File: src/rtl/bht_sat_predictor.sv
// Branch history table of saturating counters with optional gshare hashing.
// Registered 1-cycle lookup; single read-modify-write training port.
module bht_sat_predictor #(
  parameter int IDX_W  = 6,
  parameter int CNT_W  = 2,
  parameter int GHR_W  = 4,
  parameter int GSHARE = 1
) (
  input  logic             clk,
  input  logic             rst,
  input  logic             req_en,
  input  logic [31:0]      req_pc,
  output logic             pred_valid,
  output logic             pred_taken,
  output logic [IDX_W-1:0] pred_idx,
  input  logic             upd_en,
  input  logic [IDX_W-1:0] upd_idx,
  input  logic             upd_taken,
  output logic [GHR_W-1:0] ghr
);

  localparam int DEPTH = 1 << IDX_W;
  localparam logic [CNT_W-1:0] CNT_MAX = '1;
  localparam logic [CNT_W-1:0] CNT_RST =
    CNT_W'((1 << (CNT_W - 1)) - 1);

  logic [CNT_W-1:0] cnt_q [DEPTH];
  logic [GHR_W-1:0] ghr_q;
  logic [GHR_W-1:0] ghr_d;
  logic             pv_q;
  logic             pt_q;
  logic [IDX_W-1:0] pi_q;

  logic [IDX_W-1:0] hash;
  logic [IDX_W-1:0] lk_idx;
  logic [CNT_W-1:0] upd_cur;
  logic [CNT_W-1:0] upd_nxt;
  logic [CNT_W-1:0] lk_cnt;
  logic             unused_pc;

  assign unused_pc = ^{req_pc[31:IDX_W+2], req_pc[1:0]};

  assign hash   = (GSHARE != 0) ? IDX_W'(ghr_q) : '0;
  assign lk_idx = req_pc[IDX_W+1:2] ^ hash;

  always_comb begin
    upd_cur = cnt_q[upd_idx];
    upd_nxt = upd_cur;
    if (upd_taken) begin
      if (upd_cur != CNT_MAX) upd_nxt = upd_cur + 1'b1;
    end else begin
      if (upd_cur != '0) upd_nxt = upd_cur - 1'b1;
    end
  end

  // Write-first: a same-cycle update to the looked-up entry is visible.
  always_comb begin
    lk_cnt = cnt_q[lk_idx];
    if (upd_en && (upd_idx == lk_idx)) lk_cnt = upd_nxt;
  end

  generate
    if (GHR_W == 1) begin : g_ghr1
      assign ghr_d = upd_taken;
    end else begin : g_ghrn
      assign ghr_d = {ghr_q[GHR_W-2:0], upd_taken};
    end
  endgenerate

  always_ff @(posedge clk) begin
    if (rst) begin
      for (int i = 0; i < DEPTH; i++) cnt_q[i] <= CNT_RST;
      ghr_q <= '0;
      pv_q  <= 1'b0;
      pt_q  <= 1'b0;
      pi_q  <= '0;
    end else begin
      if (upd_en) begin
        cnt_q[upd_idx] <= upd_nxt;
        ghr_q          <= ghr_d;
      end
      pv_q <= req_en;
      if (req_en) begin
        pt_q <= lk_cnt[CNT_W-1];
        pi_q <= lk_idx;
      end
    end
  end

  assign pred_valid = pv_q;
  assign pred_taken = pt_q;
  assign pred_idx   = pi_q;
  assign ghr        = ghr_q;

endmodule
File: config.mk
export PLATFORM = sky130hd
export DESIGN_NAME = bht_sat_predictor
export DESIGN_NICKNAME = d
export VERILOG_FILES = /design/src/rtl/bht_sat_predictor.sv
export SDC_FILE = /design/constraint.sdc
export NUM_CORES = 1
export LEC_CHECK = 0
export ABC_CLOCK_PERIOD_IN_PS = 4400
export CAP_MARGIN = 20
export CORE_AREA = 2 2 164 126
export DETAILED_ROUTE_END_ITERATION = 8
export DIE_AREA = 0 0 166 128
export REMOVE_ABC_BUFFERS = 1
export SLEW_MARGIN = 20
export SYNTH_ARGS = -nofsm -noshare
export SYNTH_HDL_FRONTEND = slang
export SYNTH_SLANG_ARGS = --single-unit
File: constraint.sdc
create_clock -name clk -period 4.4 [get_ports clk]
set_clock_uncertainty 0.05 [all_clocks]
set_input_delay 0.88 -clock clk [delete_from_list [all_inputs] [get_ports clk]]
set_output_delay 0.88 -clock clk [all_outputs]
set_load 0.005 [all_outputs]
== Word level (Yosys, flattened, before mapping) ==
Memory sizes are Yosys's and may differ from the RTL's. A register that Yosys moved wholly into a read port is not among the register bits.
Index checks and enable logic that the tools add are counted.
Word-level totals
  flip-flop bits (word level): 11
  word-level logic and storage cells: 21
  bits in writable memories: 128
  bits of input ports: 43
  bits in read-only memories: 0
  memories kept: 1
  latch bits: 0
  output and inout bits: 12
Memory list
  cnt_q: depth 64, width 2, rd ports 2, clocked after Yosys merged registers in 1, write ports 64, RTL line 27  | logic [CNT_W-1:0] cnt_q [DEPTH];
Cells by class
  reduce and logical (&&, ||, !) cells: 2
  multiply operators: 0
  add/subtract/negate cells: 2
  div/mod/pow operators: 0
  muxes and demuxes: 11
  equal/unequal tests: 1
  bitwise operators: 1
  shift operators: 0
  order comparisons: 0
Operators by type and width (number)
  $mux W2: 4
  $mux W1: 6
  $mux W6: 1
  $xor A6 B4 Y6: 1
  $add A2 B1 Y2 const B: 1
  $ne A2 B2 Y1 const B: 1
  $reduce_bool A2 Y1: 1
  $reduce_or A2 Y1: 1
  $sub A2 B1 Y2 const B: 1

== Logic depth before layout (Yosys ltp) ==
Gate-level depths: netlist of run 1.
  word-level depth: 5
  mapped depth: 13
  depth with buffers taken out: 8

== Least setup slack after synthesis of run 1 ==
No wires, ideal clock.
  path type: input to register
  from: input port upd_idx[0]
  to: memory cnt_q[63][1], data pin
  arrival time: 3.085 ns
  setup time: 0.270 ns
  stages on the path: 12
  path slack: 0.995 ns
  cell sequence: buf_2 buf_2 mux2_1 a221oi_1 o221ai_1 a22oi_1 nand4_1 o31ai_1 a21boi_1 buf_4 buf_6 nor3_1
RTL lines
  start, declared: RTL line 17  | input logic [IDX_W-1:0] upd_idx,
  end, declared: RTL line 27

==> results_dict.tcl, run 1 <==
set metrics [dict create \
    vias 6085 \
    critPathMaxFanout 41 \
    syn_area_per_cell_um2 11.32 \
    insertion_delay_ns 0.43 \
    hold_depth 2 \
    report.final.slew_viol_count 0 \
    clock_path_buffers 2 \
    hold_path_class "register to register" \
    grt_max_degree 77 \
    die-width_um 166 \
    status "completed" \
    r2r_cells 9 \
    internal-power_uw 2560 \
    postSynthCellCount 682 \
    yosysSeqAreaShare 0.5292 \
    cp_slowest_cell "clkdlybuf4s50_1" \
    cp.required_ns 4.48 \
    drc_errors 0 \
    cp.arrival_ns 3.92 \
    syn2layout_area_growth_pct 15.97 \
    floorplan.initialDensity 0.3905 \
    antenna_found_initial 0 \
    async_reset_ff_frac 0 \
    synthTopCellsByArea "edfxtp_1, mux4_2, nand3_1, nor3_1, nor2_1" \
    synth_warnings 0 \
    clock-sinks 140 \
    port_buffers 28 \
    wl_per_cell_um 23.23 \
    end_kind "register" \
    fillers 1758 \
    ctsRootBufferMaster "clkbuf_16" \
    cpPeakStageDelay_ns 0.51 \
    pin_count 55 \
    insertedDiodeCount 0 \
    cts_buffers 17 \
    ys.flop_type "edfxtp_1" \
    ys_ff_latch 140 \
    cts_resized 0 \
    cpMostUsedCell "buf_4" \
    dr.pass1.iters 6 \
    setup_viol 0 \
    drtIter0Drc 799 \
    critPathLaunchType "primary input" \
    die-area_um2 21250 \
    pwr_density_cell_nw_per_um2 386.2 \
    dp_slack_ns 0.1704 \
    fin_ws_ns 0.5642 \
    ant_nets 0 \
    nets 758 \
    hold_buffers 0 \
    crit_chain "clkdlybuf4s50_1 -> buf_12 -> nor2b_1 -> buf_4 -> a221oi_1 -> a31oi_1 -> o21bai_1 -> o2111ai_1 -> or2_1 -> maj3_2 -> buf_4 -> nand3_1" \
    final_cell_mix "edfxtp_1, nor2_1, nand2_1" \
    p_seq_frac 0.436 \
    post_cts_buffers 0 \
    ir_worst_vdd_mv 0.2218 \
    grt_overflow_total 0 \
    path_class "primary input to register" \
    yosys.area.top_type_share 0.4981 \
    final.setup.tns_ns 0 \
    syn_area_um2 7717 \
    fmax_ghz 0.2607 \
    num_rows 45 \
    dp_hpwl_mm 15.95 \
    synth_area_leader_cell "edfxtp_1" \
    wl_mm 22.91 \
    ys_types 60 \
    layout_commonest_cell "edfxtp_1" \
    hold_viol 0 \
    cts_tree "built" \
    grt_usage 0.2223 \
    grt_pass1_wl_mm 35.33 \
    period_share 0.8718 \
    rsz0062_at_grt "no" \
    worst_slew_pin_slew_ns 0.9776 \
    first_global_vias 5884 \
    p_sw_uw 896.0 \
    die_h_um 128 \
    power_frac_comb 0.138 \
    min_period_ns 3.836 \
    max-slew-margin-rel 0.3459 \
    coreArea_um2 19760 \
    gp_congestion 0.8799 \
    p_sw_frac 0.2592 \
    viasPerCell 6.171 \
    clk_pin_slew_ns 0.06 \
    drive_gt1_frac 0.1978 \
    p_leak_uw 0.002994 \
    pwr-share-clk 0.425 \
    synth_edf_count 128 \
    cap_viol_max_count 0 \
    cts_max_level 4 \
]
[per-layer routing]
metal / vias to the layer above / part of all wire / global-route usage
met3: 48 / 0.11 / 0.05341
met4: 0 / 0.020 / 0.07263
met1: 3020 / 0.44 / 0.3277
met2: 379 / 0.43 / 0.3222
met5: - / 0 / 0
li1: 2638 / - / -
[kinds of logic after synthesis]
group	count (synthesis)	synth area share
fa+ha+maj	1	0.001459
compound gates	94	0.09339
flops	140	0.5292
mux	57	0.1133
xor+xnor	11	0.01346
buf+inv	64	0.04767
simple gates	315	0.2015
[power by group through the flow]
stage | clock network (uW) | registers [uW] | logic, uW
6_report | 1470 | 1510 | 478
5_1_grt | 1530 | 1510 | 506
4_1_cts | 1480 | 1510 | 470
3_5_place_dp | 0 | 1540 | 469
3_3_place_gp | 0 | 1530 | 460
2_1_floorplan | 0 | 1520 | 249
[cell type report]
type,count,area [um2],area share
flip-flops and latches,140,4084,0.4563
multi-input cells,478,3294,0.3681
repair buffers,74,635.6,0.07102
clock buffers,19,432.9,0.04837
well taps,258,322.8,0.03607
clock inverters,13,165.2,0.01845
inverters,4,15.01,0.001678
[path summary, 6_finish.rpt]
path	startpoint	end	slack, ns
worst min register to register	pred_idx[3]	pred_idx[3]	0.45
worst max-delay path	upd_idx[2]	cnt_q[3][0]	0.56
worst max register to register	cnt_q[1][1]	cnt_q[61][1]	1.35
worst min-delay path	pred_idx[3]	pred_idx[3]	0.45
[synthesized netlist by cell type, types with 3 or more instances]
master	count
nor3_1	50
o211ai_1	3
nor3b_1	6
and3_1	8
mux2_1	4
a211o_1	3
mux2_2	9
buf_6	13
dfxtp_1	12
o21ai_0	5
clkbuf_1	26
or2_2	24
a21o_1	23
edfxtp_1	128
and2_1	4
nor2b_1	8
nand2_1	63
xnor2_1	8
a311oi_1	3
buf_4	4
a211oi_1	5
and3b_1	3
a31oi_1	3
a221o_1	3
mux4_2	23
a22oi_1	8
mux2i_1	21
a21oi_1	6
o22ai_1	3
nor2_1	66
buf_2	12
buf_1	5
a221oi_1	11
nand3b_1	3
nand2b_1	19
a22o_1	3
nand3_1	52
[worst max-delay path, delay by kind of cell]
family          cells  cell delay [ns]
fa+ha+maj           1             0.23
buf+inv             4             1.36
compound gates      4             0.51
simple gates        3             0.88
[metrics by stage]
step	total power, uW	cells	util	area (um2)	hold slack, ns
global route	3546	986	0.4529	8950	0.4770
detailed placement	2005	954	0.4226	8352	0.4414
CTS	3460	986	0.4529	8950	0.4487
finish	3456	986	0.4529	8950	0.4470
global placement	1993	954	0.4226	8352	0.4248
floorplan	1773	622	-	7365	0.4232
[flip-flops by register name, indices dropped and copies added, names as in the netlist]
signal	flops
cnt_q	128
ghr	4
pred_idx	6
pred_taken	1
pred_valid	1
Note: power is estimated with default switching activity, not from simulation.
==> inputs of run 2 (changes only) <==
ABC_CLOCK_PERIOD_IN_PS = 4700   (was 4400)
clock period = 4.7 ns   (was 4.4 ns; I/O delays follow)
==> run 2 against run 1 <==
Against the previous run: sequential share of layout area down 0.41 points; sequential power fell by 7%; final cell count is 0.10% higher; core utilization up 0.41 points; clock power is essentially flat; register-to-register slack better by 0.10 ns; first-iteration DRC count fell by 7.8%; hold slack about the same; critical path type unchanged; critical endpoint is now cnt_q[35][1]; largest power group is now clock.
==> results_dict.tcl, run 2 (synthesized netlist as in run 1, its figures left out) <==
set metrics [dict create \
    finish.utilization 0.4570 \
    insertion_delay_ns 0.43 \
    grt_max_degree 77 \
    num_rows 45 \
    ant_nets 0 \
    fillers 1770 \
    timing.reg2reg.setup_slack_ns 1.45 \
    antenna_found_initial 1 \
    min_period_ns 3.977 \
    ctsRootBufferMaster "clkbuf_16" \
    wl_per_cell_um 22.78 \
    wl_mm 22.49 \
    clock_path_buffers 2 \
    post_cts_buffers 0 \
    hold_depth 2 \
    critPathMaxFanout 35 \
    end_kind "register" \
    grt_pass1_wl_mm 34.51 \
    insertedDiodeCount 0 \
    grt_usage 0.2172 \
    cp.required_ns 4.81 \
    power_frac_comb 0.137 \
    cts_tree "built" \
    rsz0062_at_grt "no" \
    p_sw_frac 0.2502 \
    max-slew-margin-rel 0.4620 \
    fmax_ghz 0.2515 \
    die_h_um 128 \
    rr_endpoint "cnt_q[35][1]" \
    hold-path-endpoint "pred_idx[1]" \
    cts_max_level 4 \
    nets 759 \
    largest_reg_flops 128 \
    final_cell_mix "edfxtp_1, nor2_1, nand2_1" \
    drtIter0Drc 737 \
    clk_pin_slew_ns 0.06 \
    layout_commonest_cell "edfxtp_1" \
    syn2layout_area_growth_pct 17.02 \
    regMostFlops "cnt_q" \
    dp_hpwl_mm 15.51 \
    hold_buffers 0 \
    hold_ws_ns 0.4473 \
    fin_total_pwr_uw 3354 \
    cp.arrival_ns 4.08 \
    r2r_cells 9 \
    hold_path_class "register to register" \
    p_sw_uw 839.1 \
    setup_viol 0 \
    status "completed" \
    pwr_density_cell_nw_per_um2 371.4 \
    die-width_um 166 \
    cts_resized 0 \
    period_share 0.8461 \
    viasPerCell 6.098 \
    floorplan.initialDensity 0.3905 \
    critPathLaunchType "primary input" \
    dr.pass1.iters 5 \
    hp-start "pred_idx[1]" \
    drive_gt1_frac 0.2003 \
    clock-sinks 140 \
    coreArea_um2 19760 \
    report.final.slew_viol_count 0 \
    pin_count 55 \
    grt_overflow_total 0 \
    vias 6019 \
    cts_buffers 17 \
    internal-power_uw 2515 \
    timing.rr.start "cnt_q[1][1]" \
    path_class "primary input to register" \
    hold_viol 0 \
    die-area_um2 21250 \
    worst_slew_pin_slew_ns 0.8069 \
    ir_worst_vdd_mv 0.2013 \
    gp_congestion 0.8946 \
    port_buffers 28 \
    cap_viol_max_count 0 \
    first_global_vias 5757 \
    drc_errors 0 \
    p_leak_uw 0.003049 \
    pwr-share-clk 0.443 \
    p_seq_frac 0.420 \
]
==> run 2: cell types whose count changed in the layout (fill, tap and decap cells not counted) <==
| cell | change |
|---|---|
| buf_12 | +2 |
| buf_4 | -1 |
| bufinv_16 | +2 |
| clkbuf_1 | -1 |
| clkinv_2 | +1 |
| clkinv_4 | +3 |
| clkinvlp_4 | -4 |
| inv_6 | -1 |
==> run 2: critical path, stage by stage <==
cell,delay (ns)
buf_2,0.50
buf_4,0.37
mux4_2,0.56
a311oi_1,0.40
o2111ai_1,0.23
o31ai_1,0.40
a21boi_4,0.32
buf_12,0.23
nor3_1,0.08
==> run 2: how the worst max path moves through the flow <==
stage,to,depth (start not counted),slack [ns],start
6_report,cnt_q[35][1],9,0.72,upd_idx[1]
5_1_grt,cnt_q[35][1],12,0.67,upd_idx[2]
4_1_cts,cnt_q[35][1],9,0.84,upd_idx[1]
3_5_place_dp,cnt_q[35][1],9,0.43,upd_idx[1]
3_3_place_gp,cnt_q[35][1],9,0.43,upd_idx[1]
2_1_floorplan,cnt_q[0][1],8,-0.47,upd_idx[1]
==> run 2: per-stage QoR <==
stage	cells	area (um2)	setup slack, ns	TNS, ns
2_1_floorplan	622	7365	-0.4693	-29.65
3_3_place_gp	955	8384	0.4276	0
3_5_place_dp	955	8384	0.4321	0
4_1_cts	987	9031	0.8418	0
5_1_grt	987	9031	0.6667	0
6_report	987	9031	0.7231	0
==> run 2: power by group through the flow <==
stage	combinational [uW]	clock, uW	sequential [uW]
global placement	444	0	1430
finish	459	1490	1410
floorplan	233	0	1430
CTS	453	1500	1410
detailed placement	451	0	1430
global route	487	1550	1410
==> run 2: area by class of cell <==
| type | count | area, um2 | area share |
|---|---|---|---|
| Clock inverter | 14 | 217.7 | 0.02411 |
| Tap cell | 258 | 322.8 | 0.03574 |
| Timing Repair Buffer | 75 | 668.1 | 0.07398 |
| Sequential cell | 140 | 4084 | 0.4522 |
| Inverter | 4 | 15.01 | 0.001663 |
| Multi-Input combinational cell | 478 | 3294 | 0.3648 |
| Clock buffer | 18 | 429.2 | 0.04752 |
==> run 2: metal layers <==
layer  up-vias  share of wire  GRT usage
li1       2631              -          -
met3        42           0.12    0.05773
met5         -              0          0
met1      2982           0.43     0.3160
met4         0          0.018    0.06087
met2       364           0.43     0.3207
